==> config.mk <==
export PLATFORM = sky130hd
export DESIGN_NAME = ad7276_sample_ctrl
export DESIGN_NICKNAME = d
export VERILOG_FILES = /design/src/rtl/ad7276_pkg.sv /design/src/rtl/ad7276_axis_fifo.sv /design/src/rtl/ad7276_sample_ctrl.sv
export SDC_FILE = /design/constraint.sdc
export NUM_CORES = 1
export LEC_CHECK = 0
export ABC_AREA = 1
export BUFFER_PORTS_ARGS = -buffer_cell sky130_fd_sc_hd__buf_2
export CAP_MARGIN = 5
export CORE_ASPECT_RATIO = 1.1
export CORE_UTILIZATION = 50
export CTS_CLUSTER_DIAMETER = 80
export DETAILED_ROUTE_END_ITERATION = 8
export PLACE_DENSITY = 0.81
export SLEW_MARGIN = 0
export SYNTH_ARGS = -nofsm -noshare
export SYNTH_HDL_FRONTEND = slang
export SYNTH_SLANG_ARGS = --single-unit
==> constraint.sdc <==
create_clock -name fpga_clk_i -period 8.71 [get_ports fpga_clk_i]
set_clock_uncertainty 0.1 [all_clocks]
set_input_delay 1.742 -clock fpga_clk_i [delete_from_list [all_inputs] [get_ports fpga_clk_i]]
set_output_delay 1.742 -clock fpga_clk_i [all_outputs]
set_load 0.02 [all_outputs]
==> src/rtl/ad7276_pkg.sv <==
// Shared types and constants for the AD7276 sampling controller.
// The state encoding is one-hot; a beat is {tlast, tdata[15:0]}.
package ad7276_pkg;

  typedef enum logic [2:0] {
    ST_IDLE    = 3'b001,
    ST_REQ     = 3'b010,
    ST_CAPTURE = 3'b100
  } state_t;

  localparam int CH_ID_BIT  = 15;
  localparam int SAMPLE_MSB = 11;
  localparam int BEAT_W     = 17;

  localparam int DEFAULT_MIN_PERIOD     = 199;
  localparam int DEFAULT_TIMEOUT_CYCLES = 1023;
  localparam int DEFAULT_FIFO_DEPTH     = 4;

  typedef struct packed {
    logic        last;
    logic [15:0] data;
  } beat_t;

  function automatic logic [15:0] beat_data(input logic ch, input logic [SAMPLE_MSB:0] sample);
    logic [15:0] d;
    d                = '0;
    d[CH_ID_BIT]     = ch;
    d[SAMPLE_MSB:0]  = sample;
    return d;
  endfunction

  function automatic logic [1:0] mask_popcount(input logic [1:0] m);
    return {1'b0, m[0]} + {1'b0, m[1]};
  endfunction

endpackage

==> src/rtl/ad7276_axis_fifo.sv <==
// Synchronous FIFO: push visible at the head one clock later; rd_dat is zero when empty.
// Backpressure: wr_rdy drops when full unless a pop happens in the same clock.
module ad7276_axis_fifo #(
  parameter int WIDTH = 17,
  parameter int DEPTH = 4
) (
  input  logic                     clk,
  input  logic                     reset,
  input  logic                     wr_vld,
  output logic                     wr_rdy,
  input  logic [WIDTH-1:0]         wr_dat,
  output logic                     rd_vld,
  input  logic                     rd_rdy,
  output logic [WIDTH-1:0]         rd_dat,
  output logic [$clog2(DEPTH):0]   free_cnt
);
  localparam int AW = $clog2(DEPTH);
  localparam int CW = AW + 1;

  logic [WIDTH-1:0] mem [DEPTH];
  logic [AW-1:0]    wr_ptr;
  logic [AW-1:0]    rd_ptr;
  logic [CW-1:0]    count;
  logic             wr_fire;
  logic             rd_fire;

  assign rd_vld   = (count != '0);
  assign wr_rdy   = (count != CW'(DEPTH)) || rd_rdy;
  assign wr_fire  = wr_vld && wr_rdy;
  assign rd_fire  = rd_vld && rd_rdy;
  assign rd_dat   = rd_vld ? mem[rd_ptr] : '0;
  assign free_cnt = CW'(DEPTH) - count;

  always_ff @(posedge clk) begin
    if (wr_fire) begin
      mem[wr_ptr] <= wr_dat;
    end
  end

  always_ff @(posedge clk) begin
    if (reset) begin
      wr_ptr <= '0;
      rd_ptr <= '0;
      count  <= '0;
    end else begin
      if (wr_fire) begin
        wr_ptr <= wr_ptr + 1'b1;
      end
      if (rd_fire) begin
        rd_ptr <= rd_ptr + 1'b1;
      end
      case ({wr_fire, rd_fire})
        2'b10:   count <= count + 1'b1;
        2'b01:   count <= count - 1'b1;
        default: count <= count;
      endcase
    end
  end

endmodule

==> src/rtl/ad7276_sample_ctrl.sv <==
// AD7276 sampling controller: periodic/single ticks, request with timeout, tagged beats to AXI-Stream.
// Tick->adc_en 1 clk, rdy edge->first write 1 clk; a full FIFO drops the whole sample and counts it.
module ad7276_sample_ctrl
  import ad7276_pkg::*;
#(
  parameter int MIN_PERIOD     = DEFAULT_MIN_PERIOD,
  parameter int TIMEOUT_CYCLES = DEFAULT_TIMEOUT_CYCLES,
  parameter int FIFO_DEPTH     = DEFAULT_FIFO_DEPTH
) (
  input  logic        fpga_clk_i,
  input  logic        reset_i,
  input  logic        cfg_enable_i,
  input  logic        cfg_single_i,
  input  logic [1:0]  cfg_ch_mask_i,
  input  logic [15:0] cfg_period_i,
  input  logic        clear_status_i,
  output logic        adc_en_0_o,
  output logic        adc_en_1_o,
  input  logic        adc_data_rdy_i,
  input  logic [11:0] adc_data_0_i,
  input  logic [11:0] adc_data_1_i,
  output logic [15:0] m_axis_tdata,
  output logic        m_axis_tvalid,
  output logic        m_axis_tlast,
  input  logic        m_axis_tready,
  output logic        busy_o,
  output logic        overrun_o,
  output logic        overflow_o,
  output logic        timeout_o,
  output logic [15:0] drop_cnt_o
);
  localparam int          CNT_W    = $clog2(FIFO_DEPTH) + 1;
  localparam logic [15:0] MIN_P    = 16'(MIN_PERIOD);
  localparam logic [15:0] TMO_LAST = 16'(TIMEOUT_CYCLES - 1);

  state_t           state;
  state_t           state_n;
  logic [15:0]      tick_cnt;
  logic [15:0]      period;
  logic             tick;
  logic [1:0]       mask;
  logic [11:0]      data0;
  logic [11:0]      data1;
  logic             second;
  logic             second_n;
  logic [15:0]      tmo_cnt;
  logic             rdy_prev;
  logic             rdy_edge;
  logic [1:0]       adc_en;
  logic             overrun;
  logic             overflow;
  logic             timeout;
  logic [15:0]      drop_cnt;
  logic             load_mask;
  logic             load_data;
  logic             push;
  logic             drop;
  logic             set_timeout;
  logic             set_overrun;
  beat_t            push_beat;
  beat_t            head;
  logic             fifo_wr_vld;
  logic             fifo_wr_rdy;
  logic             fifo_rd_vld;
  logic [CNT_W-1:0] free_cnt;
  logic [CNT_W-1:0] need;

  // Tick generator: counter held at 0 while disabled so the first enabled clock ticks.
  assign period = (cfg_period_i < MIN_P) ? MIN_P : cfg_period_i;
  assign tick   = cfg_enable_i ? (tick_cnt == 16'd0) : cfg_single_i;

  always_ff @(posedge fpga_clk_i) begin
    if (reset_i || !cfg_enable_i) begin
      tick_cnt <= 16'd0;
    end else if (tick) begin
      tick_cnt <= period;
    end else begin
      tick_cnt <= tick_cnt - 16'd1;
    end
  end

  assign rdy_edge    = adc_data_rdy_i && !rdy_prev;
  assign need        = CNT_W'(mask_popcount(mask));
  assign set_overrun = tick && (state != ST_IDLE);

  always_comb begin
    state_n     = state;
    second_n    = 1'b0;
    load_mask   = 1'b0;
    load_data   = 1'b0;
    push        = 1'b0;
    drop        = 1'b0;
    set_timeout = 1'b0;
    push_beat   = '0;
    case (state)
      ST_IDLE: begin
        if (tick && (cfg_ch_mask_i != 2'b00)) begin
          load_mask = 1'b1;
          state_n   = ST_REQ;
        end
      end
      ST_REQ: begin
        if (rdy_edge) begin
          load_data = 1'b1;
          state_n   = ST_CAPTURE;
        end else if (tmo_cnt == TMO_LAST) begin
          set_timeout = 1'b1;
          state_n     = ST_IDLE;
        end
      end
      ST_CAPTURE: begin
        state_n = ST_IDLE;
        if (second) begin
          push           = 1'b1;
          push_beat.last = 1'b1;
          push_beat.data = beat_data(1'b1, data1);
        end else if (free_cnt < need) begin
          // Room is checked once for the whole sample, never beat by beat.
          drop = 1'b1;
        end else if (mask[0]) begin
          push           = 1'b1;
          push_beat.last = ~mask[1];
          push_beat.data = beat_data(1'b0, data0);
          if (mask[1]) begin
            second_n = 1'b1;
            state_n  = ST_CAPTURE;
          end
        end else begin
          push           = 1'b1;
          push_beat.last = 1'b1;
          push_beat.data = beat_data(1'b1, data1);
        end
      end
      default: state_n = ST_IDLE;
    endcase
  end

  always_ff @(posedge fpga_clk_i) begin
    if (reset_i) begin
      state    <= ST_IDLE;
      second   <= 1'b0;
      mask     <= 2'b00;
      data0    <= '0;
      data1    <= '0;
      tmo_cnt  <= '0;
      rdy_prev <= 1'b0;
      adc_en   <= 2'b00;
    end else begin
      state    <= state_n;
      second   <= second_n;
      rdy_prev <= adc_data_rdy_i;
      if (load_mask) begin
        mask <= cfg_ch_mask_i;
      end
      if (load_data) begin
        data0 <= adc_data_0_i;
        data1 <= adc_data_1_i;
      end
      if (load_mask) begin
        tmo_cnt <= '0;
      end else if (state == ST_REQ) begin
        tmo_cnt <= tmo_cnt + 16'd1;
      end
      if (state_n == ST_REQ) begin
        adc_en <= load_mask ? cfg_ch_mask_i : mask;
      end else begin
        adc_en <= 2'b00;
      end
    end
  end

  // Sticky status: an event in the same clock as a clear survives the clear.
  always_ff @(posedge fpga_clk_i) begin
    if (reset_i) begin
      overrun  <= 1'b0;
      overflow <= 1'b0;
      timeout  <= 1'b0;
      drop_cnt <= '0;
    end else begin
      overrun  <= set_overrun || (overrun && !clear_status_i);
      overflow <= drop || (overflow && !clear_status_i);
      timeout  <= set_timeout || (timeout && !clear_status_i);
      if (drop) begin
        if (clear_status_i) begin
          drop_cnt <= 16'd1;
        end else if (drop_cnt != 16'hFFFF) begin
          drop_cnt <= drop_cnt + 16'd1;
        end
      end else if (clear_status_i) begin
        drop_cnt <= '0;
      end
    end
  end

  assign fifo_wr_vld = push && fifo_wr_rdy;

  ad7276_axis_fifo #(
    .WIDTH(BEAT_W),
    .DEPTH(FIFO_DEPTH)
  ) u_fifo (
    .clk     (fpga_clk_i),
    .reset   (reset_i),
    .wr_vld  (fifo_wr_vld),
    .wr_rdy  (fifo_wr_rdy),
    .wr_dat  (push_beat),
    .rd_vld  (fifo_rd_vld),
    .rd_rdy  (m_axis_tready),
    .rd_dat  (head),
    .free_cnt(free_cnt)
  );

  assign m_axis_tvalid = fifo_rd_vld;
  assign m_axis_tdata  = head.data;
  assign m_axis_tlast  = head.last;
  assign adc_en_0_o    = adc_en[0];
  assign adc_en_1_o    = adc_en[1];
  assign busy_o        = (state != ST_IDLE);
  assign overrun_o     = overrun;
  assign overflow_o    = overflow;
  assign timeout_o     = timeout;
  assign drop_cnt_o    = drop_cnt;

endmodule

==> flow_summary.yaml, run 1 <==
outcome:
  outcome: "finished clean"
logic_synthesis:
  syn_area_sq_mm: 0.006985
  synth_flop_cell: "dfxtp_1"
  yosys.area.top_type: "dfxtp_1"
  synthMuxAreaShare: 0
  synth_top_area_share: 0.2665
  synth_xor_area_frac: 0.01881
  seq_area_frac_synth: 0.5073
  synthTopCellsByArea: "dfxtp_1, edfxtp_1, nor2_1"
  synthSimpleGateAreaFrac: 0.2672
  synthCells: 879
  synthArstFlopShare: 0
  synth_top_family_by_area: "simple AND/OR/NAND/NOR gates"
  synth_compound_area_frac: 0.1080
  yosys_register_bits: 149
  synth-edff-count: 56
  yosysUniqueCellTypes: 41
  synthAdderAreaFrac: 0.03152
  synth_warnings: 0
  avgSynthCellArea_sq_um: 7.947
clock_tree:
  cts_tree: "done"
  cts_made_buffers: 17
  clockBufferDepth: 2
  cts_setup_buffers: 0
  clk_latency_ns: 0.42
  path_clk_slew_ns: 0.06
  cts.sinks: 149
  cts_max_level: 4
  cts_resized: 0
  postCtsHoldBufs: 0
  cts-root-buf: "clkbuf_16"
worst_setup_path:
  rrSetupSlack_ns: 5.21
  startpoint_type: "register"
  cp.depth: 4
  cpPeakStageDelay_ns: 0.90
  worstPathArrival_ns: 2.54
  worst_r2r_path_depth: 16
  critPathKind: "register to primary output"
  cp.buffers_inverters: 2
  worstPathRequired_ns: 6.87
  cp_max_fo: 29
  cpLargestDelayFamily: "flip-flops"
  endpoint_kind: "primary output"
  slowest_stage: "dfxtp_1"
  path_cells: "inv_1, o21ai_0, a21oi_1, buf_2"
grt:
  grt_max_degree: 37
  antenna_found_initial: 0
  grt_usage: 0.2215
  grt_pass1_vias: 5554
  overflow: 0
  grt_pass1_wl_um: 25310
sta:
  setup_viol: 0
  setup_slack_ns: 4.330
  tightest_slew_ns: 1.167
  min_period_ns: 4.380
  slew-limit-headroom: 0.2192
  rsz0062_at_grt: "false"
  report.final.hold_viol_count: 0
  max_freq_mhz: 228.3
  slew_violations: 0
  period_share: 0.5029
  setup_tns_ns: 0
die:
  die_area_sq_mm: 0.01445
  initial_core_util: 0.5200
  die_h_um: 126.0
  die_w_um: 114.7
  fp-row-count: 44
  ios: 89
  core-area_sq_mm: 0.01343
final_layout:
  final_cell_mix: "nor2_1, nand2_1, dfxtp_1"
  syn_to_final_growth_pct: 16.46
  seq_area_sq_mm: 0.003543
  diodes: 0
  multi_input_area_sq_mm: 0.002984
  nets: 1026
  drive_gt1_frac: 0.1501
  fill_cells: 1177
  final_common_cell: "nor2_1"
route:
  final_antenna_net_count: 0
  wl_per_cell_um: 13.17
  drt_iter0_drc: 540
  wl_um: 15230
  drtPass1Iterations: 7
  viasPerCell: 5.219
  vias: 6038
  drc: 0
placed_design:
  dp_hpwl_um: 10500
  place.port_buffers: 85
  dp_slack_ns: 4.812
  routabilityCongestion: 0.8810
pwr:
  cellPowerDensity_mw_per_mm2: 207.6
  p_total_mw: 1.689
  leakagePower_nw: 3.315
  ir_drop_uv: 119.5
hold_path:
  hold_path_class: "register to register"
  hold_depth: 2
run:
  max-cap-violations: 0
-- logic make-up after synthesis --
group / Yosys count
AOI/OAI and AO/OA: 147
DFF: 149
and+or+nand+nor: 436
adders and majority gates: 17
buffers and inverters: 114
xor gates and xnor gates: 15
other: 1
-- final timing paths --
check	from	end
setup / recovery	register	m_axis_tdata[4]
hold / removal	overflow_o	overflow_o
setup reg to reg	u_fifo.count[0]	u_fifo.count[2]
hold reg to reg	overflow_o	overflow_o
-- stage by stage --
step	hold WS, ns	area [sq um]	std cells	util
global route	0.3934	8135	1157	0.6056
CTS	0.3666	8135	1157	0.6056
detailed placement	0.3490	7528	1125	0.5605
global placement	0.3373	7528	1125	0.5605
finish	0.3613	8135	1157	0.6056
floorplan	0.3364	6993	881	-
-- flip-flops by register name, indices dropped and copies added (netlist names), 2 cells and up, named ones only --
name,count
tick_cnt,16
state,3
data1,12
mask,2
drop_cnt_o,16
u_fifo.mem,56
adc_en,2
u_fifo.count,3
u_fifo.rd_ptr,2
u_fifo.wr_ptr,2
tmo_cnt,16
data0,12
-- where the power goes --
group          switching [mW]  leakage (nW)  total, mW  internal, mW
clock                   0.345         0.290      0.734         0.389
combinational           0.139          1.82      0.206        0.0668
sequential             0.0166          1.21      0.750         0.733
-- final cells by class --
type,instances,area share
Multi-Input combinational cell,618,0.3668
Inverter,86,0.03968
Sequential cell,149,0.4356
Tap cell,184,0.02830
Clock buffer,17,0.05229
Timing Repair Buffer,88,0.05506
Clock inverter,15,0.02230
-- cell usage after synthesis, types with 2 or more instances --
cell	n
a21oi_1	60
buf_1	3
buf_2	3
buf_4	3
buf_6	3
clkbuf_1	16
dfxtp_1	93
edfxtp_1	56
ha_1	16
inv_1	79
inv_2	7
nand2_1	130
nand2_2	5
nand3_1	32
nand3b_1	3
nand4_1	14
nor2_1	210
nor2_4	4
nor3_1	25
nor3_2	3
o21ai_0	76
o21ai_1	4
o31ai_1	2
or2_0	2
xnor2_1	5
xor2_1	10
-- worst min-delay path: cells and delay by family (launching register included) --
family / cells / cell delay [ns]
flops: 1 / 0.33
simple gates: 1 / 0.05
compound gates: 1 / 0.05
-- per-layer routing --
layer  track usage  part of all wire  vias to the layer above
li1              -                 -                     3029
met4       0.09015             0.026                        0
met3       0.04764             0.050                       38
met2        0.3718              0.49                      203
met1        0.2762              0.44                     2768
met5             0                 0                        -
(Power assumes the default switching activity.)
==> run 2, diff against run 1 <==
- PLACE_DENSITY: 0.81 -> 0.84
- clock period: 8.71 -> 3.72 ns (I/O delays scaled with it)
==> run 2 against run 1 <==
  * Sequential cell count stayed put
  * Sequential power rose by 130%
  * Largest cell class unchanged
  * First-iteration DRC count down 11%
  * Clock power up 130%
  * Worst hold slack got worse by 0.0023 ns
  * Via count is 0.78% higher
  * Combinational power rose by 140%
  * Critical path depth is 12 higher
==> flow_summary.yaml, run 2 (synthesized netlist as in run 1, its figures left out) <==
outcome:
  outcome: "finished clean"
final_layout:
  largest_reg_flops: 56
  final_common_cell: "nor2_1"
  syn_to_final_growth_pct: 17.11
  drive_gt1_frac: 0.1561
  nets: 1033
  fill_cells: 1175
  diodes: 0
  final_cell_mix: "nor2_1, nand2_1, dfxtp_1"
  regMostFlops: "u_fifo.mem"
die:
  die_h_um: 126.0
  die_area_sq_mm: 0.01445
  die_w_um: 114.7
  initial_core_util: 0.5200
  core-area_sq_mm: 0.01343
  ios: 89
  fp-row-count: 44
placed_design:
  routabilityCongestion: 0.8786
  place.port_buffers: 85
  dp_hpwl_um: 10680
route:
  route.met3.wl_um: 718
  wl_met1_um: 6756
  topRoutingLayerUsed: "met4"
  vias: 6085
  wl_met2_um: 7895
  wl_per_cell_um: 13.45
  viasPerCell: 5.228
  drt_iter0_drc: 482
  drc: 0
  final_antenna_net_count: 0
  wl_um: 15660
  drtPass1Iterations: 5
clock_tree:
  clk_latency_ns: 0.42
  cts.sinks: 149
  cts_setup_buffers: 0
  cts_max_level: 4
  clockBufferDepth: 2
  path_clk_slew_ns: 0.07
  cts-root-buf: "clkbuf_16"
  postCtsHoldBufs: 0
  cts_resized: 0
  cts_made_buffers: 17
  cts_tree: "done"
worst_setup_path:
  r2r-end: "u_fifo.count[2]"
  startpoint_type: "register"
  worst_r2r_path_depth: 16
  slowest_stage: "fa_1"
  critPathKind: "register to register"
  cp_common_cell: "ha_1"
  endpoint_kind: "register"
  cp.buffers_inverters: 4
  cpLargestDelayFamily: "adder cells"
  rrSetupSlack_ns: 0.66
  worstPathArrival_ns: 3.27
  cp_max_fo: 9
  worstPathRequired_ns: 3.93
  cpPeakStageDelay_ns: 0.39
  r2r-start: "u_fifo.count[0]"
  path_cells: "inv_2, ha_1, ha_1, inv_1, nor2_1, nand3_1, nand2_1, inv_2, o21ai_2, ha_1, inv_1, fa_1, a21oi_1, o21ai_0, o21ai_0, a21oi_1"
grt:
  grt_pass1_vias: 5613
  antenna_found_initial: 0
  overflow: 0
  grt_usage: 0.2222
  grt_pass1_wl_um: 25300
  grt_max_degree: 30
sta:
  slew-limit-headroom: 0.4750
  min_period_ns: 3.060
  setup_tns_ns: 0
  tightest_slew_ns: 0.7846
  period_share: 0.8226
  report.final.hold_viol_count: 0
  slew_violations: 0
  max_freq_mhz: 326.8
  rsz0062_at_grt: "false"
  setup_viol: 0
pwr:
  cellPowerDensity_mw_per_mm2: 482.4
  p_total_mw: 3.946
  ir_drop_uv: 317.9
  leakagePower_nw: 3.349
hold_path:
  hold_path_class: "register to register"
  hold_depth: 2
  holdPathEnd: "overflow_o"
  hp-start: "overflow_o"
run:
  max-cap-violations: 0
-- run 2: tightest hold or removal path, stage by stage (launching register included) --
cell	delay, ns
dfxtp_1	0.33
nand2_1	0.05
o21ai_0	0.05
-- run 2: area by class of cell --
class | count | area [sq um] | share of cell area
multi-input cells | 618 | 2984 | 0.3648
inverters | 86 | 322.8 | 0.03946
clock inverters | 15 | 173.9 | 0.02126
clock buffers | 17 | 425.4 | 0.05200
repair buffers | 95 | 500.5 | 0.06118
well taps | 184 | 230.2 | 0.02814
flip-flops and latches | 149 | 3543 | 0.4332
-- run 2: routing by layer --
metal | vias up | GRT usage
li1 | 3058 | -
met1 | 2810 | 0.2632
met2 | 192 | 0.3914
met3 | 25 | 0.04235
met4 | 0 | 0.09320
met5 | - | 0
-- run 2: worst max-delay path by stage --
| stage | from | end | slack (ns) | cells past startpoint |
|---|---|---|---|---|
| 2_1_floorplan | u_fifo.count[0] | u_fifo.count[2] | 0.89 | 16 |
| 3_3_place_gp | u_fifo.count[0] | u_fifo.count[2] | 0.81 | 16 |
| 3_5_place_dp | u_fifo.count[0] | u_fifo.count[2] | 0.69 | 16 |
| 4_1_cts | u_fifo.count[0] | u_fifo.count[2] | 0.68 | 16 |
| 5_1_grt | u_fifo.count[0] | u_fifo.count[2] | 0.42 | 16 |
| 6_report | u_fifo.count[0] | u_fifo.count[2] | 0.66 | 16 |
-- run 2: power by group --
group	switching [mW]	internal (mW)	leakage [nW]
logic	0.342	0.160	1.85
registers	0.0248	1.72	1.21
clock network	0.795	0.908	0.287
total	1.16	2.78	3.35
-- run 2: stage by stage --
| stage | instances | cell area, sq um | worst slack, ns | utilization | hold slack (ns) |
|---|---|---|---|---|---|
| floorplan | 881 | 6993 | 0.8895 | - | 0.3364 |
| global placement | 1132 | 7581 | 0.8108 | 0.5644 | 0.3381 |
| detailed placement | 1132 | 7581 | 0.6939 | 0.5644 | 0.3475 |
| CTS | 1164 | 8180 | 0.6755 | 0.6090 | 0.3648 |
| global route | 1164 | 8180 | 0.4246 | 0.6090 | 0.3957 |
| finish | 1164 | 8180 | 0.6601 | 0.6090 | 0.3590 |
